$ cat src/rtl/sort_stream_rx.sv
// Serial receiver for sorted frames: detects frame start, deserializes
// MSB-first words into a register bank and checks non-decreasing order.
module sort_stream_rx #(
  parameter int WORD_W    = 4,
  parameter int NUM_WORDS = 8,
  parameter int IDX_W     = 3
) (
  input  logic              t_clk,
  input  logic              rst_n,
  input  logic              sort_finish,
  input  logic              data_in,
  input  logic [IDX_W-1:0]  rd_addr,
  output logic [WORD_W-1:0] rd_data,
  output logic              frame_done,
  output logic              frame_valid,
  output logic              order_err,
  output logic [IDX_W-1:0]  err_index,
  output logic              abort
);

  localparam int BIT_W = (WORD_W > 1) ? $clog2(WORD_W) : 1;

  typedef enum logic [1:0] {IDLE, SHIFT, DONE} state_t;

  state_t             state;
  logic               prev_sf;
  logic [BIT_W-1:0]   bit_cnt;
  logic [IDX_W-1:0]   word_cnt;
  logic [WORD_W-2:0]  sr;
  logic [WORD_W-1:0]  prev_word;
  logic [WORD_W-1:0]  word;
  logic [WORD_W-1:0]  bank [NUM_WORDS];

  // The word completes on the same edge its last bit arrives.
  always_comb word = {sr, data_in};

  assign rd_data = bank[rd_addr];

  always_ff @(posedge t_clk or negedge rst_n) begin
    if (!rst_n) begin
      state       <= IDLE;
      prev_sf     <= 1'b0;
      bit_cnt     <= '0;
      word_cnt    <= '0;
      sr          <= '0;
      prev_word   <= '0;
      frame_done  <= 1'b0;
      frame_valid <= 1'b0;
      order_err   <= 1'b0;
      err_index   <= '0;
      abort       <= 1'b0;
      for (int unsigned i = 0; i < NUM_WORDS; i++) bank[i] <= '0;
    end else begin
      prev_sf    <= sort_finish;
      frame_done <= 1'b0;
      abort      <= 1'b0;
      case (state)
        IDLE: begin
          if (sort_finish && !prev_sf) begin
            state       <= SHIFT;
            order_err   <= 1'b0;
            err_index   <= '0;
            frame_valid <= 1'b0;
            bit_cnt     <= '0;
            word_cnt    <= '0;
          end
        end
        SHIFT: begin
          if (!sort_finish) begin
            // Truncated frame: partial word is dropped, stored words are kept.
            state <= IDLE;
            abort <= 1'b1;
          end else begin
            sr      <= word[WORD_W-2:0];
            bit_cnt <= bit_cnt + 1'b1;
            if (bit_cnt == BIT_W'(WORD_W - 1)) begin
              bit_cnt         <= '0;
              bank[word_cnt]  <= word;
              prev_word       <= word;
              word_cnt        <= word_cnt + 1'b1;
              if (word_cnt != '0 && word < prev_word && !order_err) begin
                order_err <= 1'b1;
                err_index <= word_cnt;
              end
              if (word_cnt == IDX_W'(NUM_WORDS - 1)) begin
                state       <= DONE;
                frame_done  <= 1'b1;
                frame_valid <= 1'b1;
              end
            end
          end
        end
        DONE:    state <= IDLE;
        default: state <= IDLE;
      endcase
    end
  end

endmodule

$ cat config.mk
export PLATFORM = sky130hd
export DESIGN_NAME = sort_stream_rx
export DESIGN_NICKNAME = d
export VERILOG_FILES = /design/src/rtl/sort_stream_rx.sv
export SDC_FILE = /design/constraint.sdc
export NUM_CORES = 1
export LEC_CHECK = 0
export ABC_AREA = 1
export BUFFER_PORTS_ARGS = -buffer_cell sky130_fd_sc_hd__buf_2
export CORE_MARGIN = 2
export CORE_UTILIZATION = 35
export CTS_BUF_LIST = sky130_fd_sc_hd__clkbuf_8 sky130_fd_sc_hd__clkbuf_16
export DETAILED_ROUTE_END_ITERATION = 8
export PLACE_DENSITY = 0.58
export SLEW_MARGIN = 20
export SYNTH_ARGS = -nofsm -noshare
export SYNTH_HDL_FRONTEND = slang
export SYNTH_SLANG_ARGS = --single-unit
$ cat constraint.sdc
create_clock -name t_clk -period 1.9 [get_ports t_clk]
set_clock_uncertainty 0.1 [all_clocks]
set_input_delay 0.095 -clock t_clk [delete_from_list [all_inputs] [get_ports t_clk]]
set_output_delay 0.095 -clock t_clk [all_outputs]
set_load 0.05 [all_outputs]
# Yosys cells after proc, flatten, opt, wreduce, memory -nomap -nowiden
# Cells that the tools add are included.
# classes
add_sub_neg	2
magnitude_cmp	4
n_eq_ne	10
n_mux	38
n_bitwise	2
n_reduce_logical	16
# op_table
op	n
bitwise mux 32 bit	1
2-to-1 mux 3 bit	6
2-to-1 mux 2 bit	7
2-to-1 mux 1 bit	13
binary-select mux 4 bit (select 3 bit)	1
demux 4 bit (select 3 bit)	1
2-to-1 mux 4 bit	3
case mux 3 bit (2 select lines)	2
!= test 2 bit, second input constant	5
AND reduction 5 bit	2
AND reduction 3 bit	3
>= comparator 4 bit, second input constant	2
inverter 3 -> 4 bit	2
case mux 2 bit (2 select lines)	2
!= test 3 bit, second input constant	2
logical AND 1 bit	4
less-than comparator 4 x 1 -> 1 bit, second input constant	1
less-than comparator 4 bit	1
case mux 1 bit (2 select lines)	2
AND reduction 4 bit	1
adder 3 x 1 -> 3 bit, second input constant	1
== test 3 bit, second input constant	1
nonzero test 3 bit	1
adder 2 x 1 -> 2 bit, second input constant	1
other kinds (6)	7
# word_totals
register_bits	54
inputBits	7
output_inout_bits	11
elab_cells	91

# Depth between registers and ports, before layout
# Gate-level depths: netlist (run 1).
# logic_depth
ltp_word	7
depth_mapped	12
depth_no_buf	12

# Least setup slack after synthesis (run 1)
# Ideal clock, no wire load.
# synth_timing
path_kind	register to register
start	register word_cnt[0]
end	register order_err
setup_ps	119
arrival_time_ps	1388
required_ps	1681
setup_slack_ps	292
stages_incl_launch_ff	9
n_path_buf	0
synth_period_minus_slack_ps	1608
path_cell_list	dfrtp_1 -> inv_1 -> ha_1 -> a21oi_1 -> nand2_1 -> nand2_1 -> nand2_1 -> nand2_1 -> nand2_1
# synth_via
elab_chain_len	5
# synth_rtl
element	line	source
from (decl)	28	logic [IDX_W-1:0] word_cnt;
from (signal assigned)	80	word_cnt <= word_cnt + 1'b1;
nonzero test 3 bit	81	if (word_cnt != '0 && word < prev_word && !order_err) begin
logical AND 1 bit (2 in series)	81	
!= test 2 bit (no source line)	--	
AND reduction 5 bit (no source line)	--	
to (signal assigned)	49	order_err <= 1'b0;
to (signal assigned)	61	order_err <= 1'b0;
to (signal assigned)	82	order_err <= 1'b1;
to (decl)	16	output logic order_err,
# No other way between the ends.
# A chain may end at the register's enable or synchronous reset.

# Final worst setup path (run 1)
# layout_timing
start	register bank[13] (netlist name)
end	output port rd_data[1]
# layout_via
elab_chain_len	3
# layout_rtl
element	line	source
from (decl)	32	logic [WORD_W-1:0] bank [NUM_WORDS];
from (signal, indexed assignment)	78	bank[word_cnt] <= word;
binary-select mux 4 bit (select 3 bit)	37	assign rd_data = bank[rd_addr];
2-to-1 mux 4 bit (implied by the code) (2 in series)	37	
to (decl)	13	output logic [WORD_W-1:0] rd_data,
# No other way between the ends. The select of a mux whose other input is x is not followed.

==> out/qor.yml, run 1 <==
setup_path:
  required_ns: 1.70
  crit_path_end_kind: "output pin"
  crit_path_start_kind: "flip-flop"
  path_class: "reg2out"
  cp_max_fo: 2
  rr_worst_depth: 8
  critPathArrivalTime_ns: 1.52
die:
  core_area_um2: 7137
  die_h_um: 89.32
  ioPinCount: 18
  die_w_um: 89.32
  die_area_um2: 7977
  start_util: 0.3569
  num_rows: 31
power_and_ir_drop:
  seq_power_share: 0.492
  irDropWorstVdd_uv: 522.9
  clock_power_share: 0.237
  p_sw_uw: 1018
  p_per_area_nw_per_um2: 974.4
  p_comb_frac: 0.271
  swShare: 0.3591
  power_leakage_uw: 0.001450
  cellInternalPower_uw: 1816
detailed_routing:
  vias: 1974
  drtPass1Iterations: 4
  ant_nets: 0
  wl_per_cell_um: 12.91
  drc: 0
  first_iter_violations: 125
  wl_um: 5384
  vias_per_cell: 4.734
synth:
  synth_cell_types: 24
  synth_nets: 304
  syn_avg_cell_area_um2: 8.784
  yosysWarnings: 0
  ys_seq_elements: 54
  syn_area_um2: 2547
  synth_compound_area_frac: 0.1429
  synthMuxAreaShare: 0
  yosys.area_share.xor_xnor: 0
  synth_fa_ha_area_frac: 0.03438
  syn_inst: 290
  yosys.area_share.simple: 0.2461
  synth_top_family_by_area: "simple AND/OR/NAND/NOR gates"
  ys_seq_area_frac: 0.5305
global_routing:
  antenna_found_initial: 0
  grt_max_degree: 55
  grtUsageTotal: 0.1541
  grt_pass1_vias: 1960
  grt_remaining_overflow: 0
  grt_pass1_wl_um: 9418
clock_network:
  cts_tree: "built"
  post-cts-setup-buffers: 0
  cts_resized: 0
  clkTransAtPathRegs_ns: 0.10
  cts.path.max_buffers: 2
  hold_buffers: 3
  htree_levels: 2
  cts_buffers: 5
  cts-root-buf: "clkbuf_8"
  insertion_delay_ns: 0.31
  cts_sinks: 54
sta:
  worstMarginPinSlew_ns: 0.4379
  final_hold_viol_count: 0
  min_period_over_period: 0.9019
  slew_headroom: 0.7063
  holdWs_ns: 0.2105
  finalSetupTns_ns: 0
  finalWorstPathRequiredPeriod_ns: 1.714
  drv_slew: 0
  setup_viol: 0
  rsz0062_at_grt: "false"
  fmax_mhz: 583.6
placed_design:
  place_congestion: 0.8340
  portBuffers: 17
  dp_hpwl_um: 3757
cells_and_area:
  nets: 331
  final_cell_mix: "nand2_1, dfrtp_1, nor2_1"
  area_growth_pct: 14.15
  layout-drive-gt1-share: 0.1415
  antenna_cells: 0
  layout.cells.most_common: "nand2_1"
hold_path:
  hold_class: "in2async"
outcome:
  outcome: "finished clean"
job:
  cap_violations: 0
[per-layer routing]
metal | wire length [µm] | vias up | track usage | share of wire
li1 | - | 1000 | - | -
met1 | 2780 | 940 | 0.2240 | 0.52
met2 | 2394 | 28 | 0.2370 | 0.44
met3 | 158 | 6 | 0.02770 | 0.029
met4 | 51 | 0 | 0.04342 | 0.0095
met5 | 0 | - | 0 | 0
[stage by stage]
step	instance area (µm²)	util	power, µW	setup WS [ns]	instances
2_1_floorplan	2547	-	1955	0.2925	290
3_3_place_gp	2783	0.3899	2187	0.2378	406
4_1_cts	2908	0.4074	2873	0.1798	417
5_1_grt	2908	0.4074	3036	0.03228	417
3_5_place_dp	2783	0.3899	2193	0.1980	406
6_report	2908	0.4074	2833	0.1864	417
[cells in the mapped netlist, drive strengths merged]
cell type  number  area, µm²
o32ai           8      70.07
a211oi          1      7.510
buf             1      5.000
a21oi           2      13.76
inv            24      92.59
o21bai          1      7.510
dfrtp          54       1351
nand3          10      77.58
nor2           38      182.7
nand2          86      360.3
clkbuf          3      11.26
nand4           1      6.260
ha              7      87.58
o21ai          53      265.3
clkinv          1      8.760
[kinds of logic (layout without fill, tap and decap cells)]
family | after synthesis | in the layout
AND/OR/NAND/NOR | 135 | 135
AO/OA/AOI/OAI | 65 | 65
flip-flops | 54 | 54
buffers and inverters | 29 | 57
adder cells (fa/ha/maj) | 7 | 7
[critical path: stages, from the launching register on]
cell and delay (ns):
dfrtp_1 0.37, nor2_1 0.05, o32ai_1 0.37, nand2_1 0.09, nand2_1 0.08, buf_2 0.26
[power by group through the flow]
stage | Combinational (µW) | Clock (µW) | Sequential [µW]
5_1_grt | 887 | 738 | 1410
6_report | 768 | 671 | 1390
3_3_place_gp | 770 | 0 | 1420
3_5_place_dp | 776 | 0 | 1420
2_1_floorplan | 462 | 0 | 1490
4_1_cts | 784 | 694 | 1390
[registers in the layout (all words and copies together) (netlist names)]
signal       count
prev_word        4
prev_sf          1
bit_cnt          2
abort            1
sr               3
frame_valid      1
bank            32
order_err        1
frame_done       1
state            2
err_index        3
word_cnt         3
[final timing paths]
check | start | slack [ns] | endpoint
setup / recovery | bank[13] | 0.19 | rd_data[1]
setup reg to reg | state[1] | 0.20 | bank[3]
hold / removal | rst_n | 0.21 | bank[20]
max in group asynchronous | rst_n | 1.23 | word_cnt[1]
hold reg to reg | err_index[0] | 0.38 | err_index[0]
min in group t_clk | sort_finish | 0.34 | prev_sf
[final cells by class]
class | count | area, µm²
clock inverter | 2 | 12.51
timing repair buffer | 24 | 157.7
tap | 99 | 123.9
multi-input combinational | 207 | 1079
sequential | 54 | 1351
clock buffer | 6 | 82.58
fill | 752 | 4229
inverter | 25 | 101.3
Power figures use the tool's default switching activity.
==> run 2: changes to the inputs <==
--- a/config.mk
+++ b/config.mk
@@ -5,13 +5,15 @@
 export SDC_FILE = /design/constraint.sdc
 export NUM_CORES = 1
 export LEC_CHECK = 0
-export ABC_AREA = 1
+export ABC_AREA = 0
 export BUFFER_PORTS_ARGS = -buffer_cell sky130_fd_sc_hd__buf_2
 export CORE_MARGIN = 2
 export CORE_UTILIZATION = 35
 export CTS_BUF_LIST = sky130_fd_sc_hd__clkbuf_8 sky130_fd_sc_hd__clkbuf_16
 export DETAILED_ROUTE_END_ITERATION = 8
+export GPL_ROUTABILITY_DRIVEN = 0
 export PLACE_DENSITY = 0.58
+export SKIP_LAST_GASP = 1
 export SLEW_MARGIN = 20
 export SYNTH_ARGS = -nofsm -noshare
 export SYNTH_HDL_FRONTEND = slang
==> run 2 against run 1 <==
Setup slack got worse by 0.14 ns. Fmax is 7.7% lower. Die area is 1.9% lower. Non-clock buffer count grew 13. First-iteration DRC count is 59% lower. Largest cell class unchanged. Routed wire length decreased by 11%. Final cell count decreased by 24%. Total power fell by 6.1%. Synthesized cell count shrank 36%. Largest power group unchanged. Combinational power shrank 31%.
==> out/qor.yml, run 2 <==
outcome:
  outcome: "finished clean"
sta:
  slew_headroom: 0.7439
  worstMarginPinSlew_ns: 0.3841
  min_period_over_period: 0.9771
  holdWs_ns: 0.02094
  setup_viol: 0
  fmax_mhz: 538.7
  finalWorstPathRequiredPeriod_ns: 1.856
  drv_slew: 0
  rsz0062_at_grt: "true"
  finalSetupTns_ns: 0
  final_hold_viol_count: 0
synth:
  synth_top_area_frac: 0.5411
  synth_nets: 200
  yosys.area_share.simple: 0.07766
  yosysWarnings: 0
  syn_inst: 186
  synth_common_cells: "dfrtp_1, mux2_2, nand2_1"
  yosysMostFrequentCell: "dfrtp_1"
  yosys-top-cells-area: "dfrtp_1, mux2_2, mux4_2"
  synth_top_family_by_area: "multiplexers"
  syn_area_um2: 2497
  synth_cell_types: 31
  synth_area_leader_cell: "dfrtp_1"
  ys_seq_elements: 54
  ys_async_sr_fraction: 1.000
  synth_compound_area_frac: 0.04760
  syn_avg_cell_area_um2: 13.43
  synth_fa_ha_area_frac: 0.03507
  synthMuxAreaShare: 0.2645
  ys.flop_type: "dfrtp_1"
  ys_seq_area_frac: 0.5411
  synth_edf_count: 0
  yosys.area_share.xor_xnor: 0
die:
  num_rows: 30
  core_area_um2: 6832
  die_area_um2: 7827
  die_h_um: 88.47
  start_util: 0.3656
  ioPinCount: 18
  die_w_um: 88.47
setup_path:
  path_class: "reg2reg"
  required_ns: 2.00
  crit_path_start_kind: "flip-flop"
  critPathArrivalTime_ns: 1.96
  cp_max_fo: 5
  crit_path_end_kind: "flip-flop"
job:
  cap_violations: 0
global_routing:
  grtUsageTotal: 0.1344
  antenna_found_initial: 0
  use_met1: 0.1808
  grt_max_degree: 40
  grt_remaining_overflow: 0
  grt_pass1_vias: 1571
  grtUsageMet2: 0.2126
  use_met3: 0.02799
  grt-busiest-layer: "met2"
  grt_pass1_wl_um: 7921
clock_network:
  insertion_delay_ns: 0.31
  cts_tree: "built"
  cts_buffers: 5
  cts_sinks: 54
  htree_levels: 2
  cts.path.max_buffers: 2
  cts-root-buf: "clkbuf_8"
  clkTransAtPathRegs_ns: 0.09
cells_and_area:
  largest_reg_flops: 32
  final_cell_mix: "dfrtp_1, mux2_2, buf_4"
  reg_top3: "bank (32), prev_word (4)"
  nets: 232
  layout-drive-gt1-share: 0.4566
  regMostFlops: "bank"
  fin_util: 0.4403
  antenna_cells: 0
  layout.cells.most_common: "dfrtp_1"
  area_growth_pct: 20.44
hold_path:
  hold_class: "in2reg"
power_and_ir_drop:
  clock_power_share: 0.307
  p_per_area_nw_per_um2: 884.6
  p_comb_frac: 0.200
  p_sw_uw: 742.3
  cellInternalPower_uw: 1918
  swShare: 0.2790
  seq_power_share: 0.493
  power.total_uw: 2661
  irDropWorstVdd_uv: 409.9
  power_leakage_uw: 0.001474
detailed_routing:
  drc: 0
  wl_um: 4808
  vias: 1524
  first_iter_violations: 51
  drtPass1Iterations: 4
  ant_nets: 0
  wl_per_cell_um: 15.26
  vias_per_cell: 4.838
placed_design:
  dp_hpwl_um: 3382
  portBuffers: 17
-- run 2: cell count changes after synthesis, sizes merged, moves of 8 or more --
cell,change
inv,-15
mux2,+40
mux4,+8
nand2,-70
nand3,-8
nor2,-35
o21ai,-47
o32ai,-8
-- run 2: worst max-delay path: stages, from the launching register on --
cell	delay, ns
dfrtp_1	0.42
ha_4	0.17
nand4b_1	0.20
or4_4	0.58
mux2_2	0.29
-- run 2: cells by family after synthesis --
kind of cell | Yosys count
compound gates | 15
fa+ha+maj | 7
buf+inv | 21
flops | 54
mux | 51
simple gates | 38
-- run 2: cell type report --
| type | count | area, µm² |
|---|---|---|
| Inverter | 9 | 33.78 |
| Sequential cell | 54 | 1351 |
| Clock inverter | 2 | 38.79 |
| Timing Repair Buffer | 37 | 271.5 |
| Tap cell | 96 | 120.1 |
| Clock buffer | 6 | 82.58 |
| Fill cell | 656 | 3824 |
| Multi-Input combinational cell | 111 | 1110 |
-- run 2: final timing paths --
check,startpoint,end,slack (ns),cells past startpoint
worst max-delay path,bit_cnt[0],bank[16],0.04,4
worst min-delay path,data_in,prev_word[0],0.02,3
worst max register to register,bit_cnt[0],bank[16],0.04,4
worst min register to register,prev_word[0],prev_word[0],0.40,2
max in group asynchronous,rst_n,err_index[1],1.04,3
min in group asynchronous,rst_n,bank[17],0.13,2
-- run 2: power by group through the flow --
| stage | combinational, µW | sequential, µW | clock [µW] |
|---|---|---|---|
| finish | 531 | 1310 | 817 |
| global route | 586 | 1320 | 893 |
| global placement | 490 | 1320 | 0 |
| floorplan | 304 | 1350 | 0 |
| detailed placement | 496 | 1330 | 0 |
| CTS | 510 | 1310 | 842 |
-- run 2: metal layers --
layer / up-vias / part of all wire
li1: 720 / -
met1: 787 / 0.48
met2: 11 / 0.49
met3: 6 / 0.017
met4: 0 / 0.014
met5: - / 0
-- run 2: per-stage QoR --
step	instances	instance area, µm²	setup slack (ns)
after detailed placement	302	2776	0.01262
after global routing	315	3008	-0.04671
after CTS	312	2920	0.007626
after floorplan	186	2497	-0.05883
after global placement	302	2776	0.05784
final	315	3008	0.04358
-- run 2: timing repair --
item	CTS	global route
endpoints found under the hold margin	56	0
resized for setup	2	20
hold buffers	2	0
endpoints found under the setup margin	5	38
setup buffers	0	3
pin swaps	0	7
==> run 3: changes to the inputs <==
--- a/config.mk
+++ b/config.mk
@@ -8,11 +8,11 @@
 export ABC_AREA = 0
 export BUFFER_PORTS_ARGS = -buffer_cell sky130_fd_sc_hd__buf_2
 export CORE_MARGIN = 2
-export CORE_UTILIZATION = 35
+export CORE_UTILIZATION = 45
 export CTS_BUF_LIST = sky130_fd_sc_hd__clkbuf_8 sky130_fd_sc_hd__clkbuf_16
 export DETAILED_ROUTE_END_ITERATION = 8
 export GPL_ROUTABILITY_DRIVEN = 0
-export PLACE_DENSITY = 0.58
+export PLACE_DENSITY = 0.69
 export SKIP_LAST_GASP = 1
 export SLEW_MARGIN = 20
 export SYNTH_ARGS = -nofsm -noshare
==> run 3 against run 2 <==
The run now ends with setup timing left. Global-route usage is 3.6 points higher. Count of clock-buffer cells in the layout fell by 1. Fmax down 2.7%. Setup slack lost 0.052 ns. Largest cell class unchanged.
==> out/qor.yml, run 3 (same netlist as run 2, synthesis figures left out) <==
clock_network:
  cts_sinks: 54
  clkTransAtPathRegs_ns: 0.10
  cts.path.max_buffers: 2
  cts-root-buf: "clkbuf_8"
  insertion_delay_ns: 0.31
  cts_tree: "built"
  htree_levels: 2
  cts_buffers: 5
hold_path:
  hold_class: "in2reg"
power_and_ir_drop:
  power_leakage_uw: 0.001502
  irDropWorstVdd_uv: 373.3
  swShare: 0.2840
  clock_power_share: 0.304
  p_comb_frac: 0.198
  p_sw_uw: 746.5
  power.total_uw: 2628
  seq_power_share: 0.498
  p_per_area_nw_per_um2: 867.3
  cellInternalPower_uw: 1882
setup_path:
  worstPathCellList: "inv_2 -> ha_4 -> nor2b_4 -> o31a_1 -> a311oi_4 -> mux2_2"
  path_class: "reg2reg"
  cp_max_fo: 2
  crit_path_start_kind: "flip-flop"
  crit_path_end_kind: "flip-flop"
  reg2reg_slack_ns: -0.009
  slowest_delay_ns: 0.38
  slowest_stage: "dfrtp_1"
  required_ns: 2.01
  critPathArrivalTime_ns: 2.02
job:
  cap_violations: 0
detailed_routing:
  wl_per_cell_um: 16.17
  drtPass1Iterations: 4
  wl_um: 4820
  ant_nets: 0
  vias_per_cell: 5.268
  vias: 1570
  drc: 0
  first_iter_violations: 76
sta:
  slew_headroom: 0.7128
  min_period_over_period: 1.005
  finalWorstPathRequiredPeriod_ns: 1.909
  fmax_mhz: 523.9
  timing.final.ws_setup_ns: -0.008647
  rsz0062_at_grt: "true"
  worstMarginPinSlew_ns: 0.4308
  setup_viol: 1
  final_hold_viol_count: 0
  drv_slew: 0
cells_and_area:
  largest_reg_flops: 32
  layout-drive-gt1-share: 0.5000
  fin_util: 0.5572
  final_cell_mix: "dfrtp_1, mux2_2, buf_4"
  nets: 239
  reg_top3: "bank (32), prev_word (4)"
  layout.cells.most_common: "dfrtp_1"
  fill_cells: 479
  area_growth_pct: 21.34
  regMostFlops: "bank"
  antenna_cells: 0
global_routing:
  grt_max_degree: 21
  antenna_found_initial: 0
  grt_pass1_wl_um: 8010
  grt_pass1_vias: 1612
  grt_remaining_overflow: 0
  grtUsageTotal: 0.1707
placed_design:
  dp_hpwl_um: 3369
  portBuffers: 17
die:
  start_util: 0.4592
  die_h_um: 78.50
  core_area_um2: 5439
  die_w_um: 78.50
  ioPinCount: 18
  die_area_um2: 6161
  num_rows: 27
outcome:
  violations: "setup timing"
  outcome: "complete, but fails checks"
## run 3: critical path: cells and delay by family (launching register included)
family / cells / cell delay [ns]
AO/OA/AOI/OAI: 2 / 0.63
flip-flops: 1 / 0.38
multiplexers: 1 / 0.37
adder cells (fa/ha/maj): 1 / 0.15
AND/OR/NAND/NOR: 1 / 0.11
buffers and inverters: 1 / 0.06
## run 3: through the flow
| stage | TNS (ns) | setup WS (ns) | hold WS [ns] | cells | cell area (µm²) |
|---|---|---|---|---|---|
| final | -0.008647 | -0.008647 | 0.01595 | 298 | 3030 |
| after global routing | -0.2026 | -0.05412 | 0.05014 | 298 | 3030 |
| after CTS | 0 | 0.01607 | 0.01494 | 290 | 2894 |
| after detailed placement | -0.05444 | -0.01347 | -0.04063 | 280 | 2749 |
| after global placement | 0 | 0.05258 | -0.03899 | 280 | 2749 |
| after floorplan | -0.05883 | -0.05883 | -0.3006 | 186 | 2497 |
## run 3: final timing paths
path | from | endpoint | cells past startpoint
max | word_cnt[1] | order_err | 6
min | data_in | prev_word[0] | 3
max reg2reg | word_cnt[1] | order_err | 6
min reg2reg | prev_word[0] | prev_word[0] | 2
max in group asynchronous | rst_n | prev_word[1] | 3
min in group asynchronous | rst_n | bank[23] | 2
## run 3: cell type report
| class | count | area (µm²) | share of cell area |
|---|---|---|---|
| Clock buffer | 5 | 68.82 | 0.02271 |
| Clock inverter | 3 | 47.55 | 0.01569 |
| Inverter | 9 | 33.78 | 0.01115 |
| Multi-Input combinational cell | 111 | 1131 | 0.3732 |
| Sequential cell | 54 | 1351 | 0.4459 |
| Tap cell | 72 | 90.09 | 0.02973 |
| Timing Repair Buffer | 44 | 307.8 | 0.1016 |
## run 3: metal layers
metal / global-route usage / up-vias / share of wire
met2: 0.2819 / 14 / 0.50
met4: 0.05789 / 0 / 0.015
met5: 0 / - / 0
li1: - / 745 / -
met3: 0.03448 / 7 / 0.020
met1: 0.2259 / 804 / 0.47
## run 3: power groups by stage
| stage | registers, µW | clock network [µW] | logic (µW) |
|---|---|---|---|
| after detailed placement | 1330 | 0 | 489 |
| after floorplan | 1350 | 0 | 304 |
| after global placement | 1320 | 0 | 481 |
| final | 1310 | 799 | 520 |
| after CTS | 1310 | 809 | 498 |
| after global routing | 1320 | 855 | 579 |
## run 3: what timing repair did
item	in CTS	in global routing
resized for setup	3	25
pin swaps	0	6
endpoints found under the setup margin	9	39
endpoints found under the hold margin	20	0
setup buffers	0	8
hold buffers	2	0
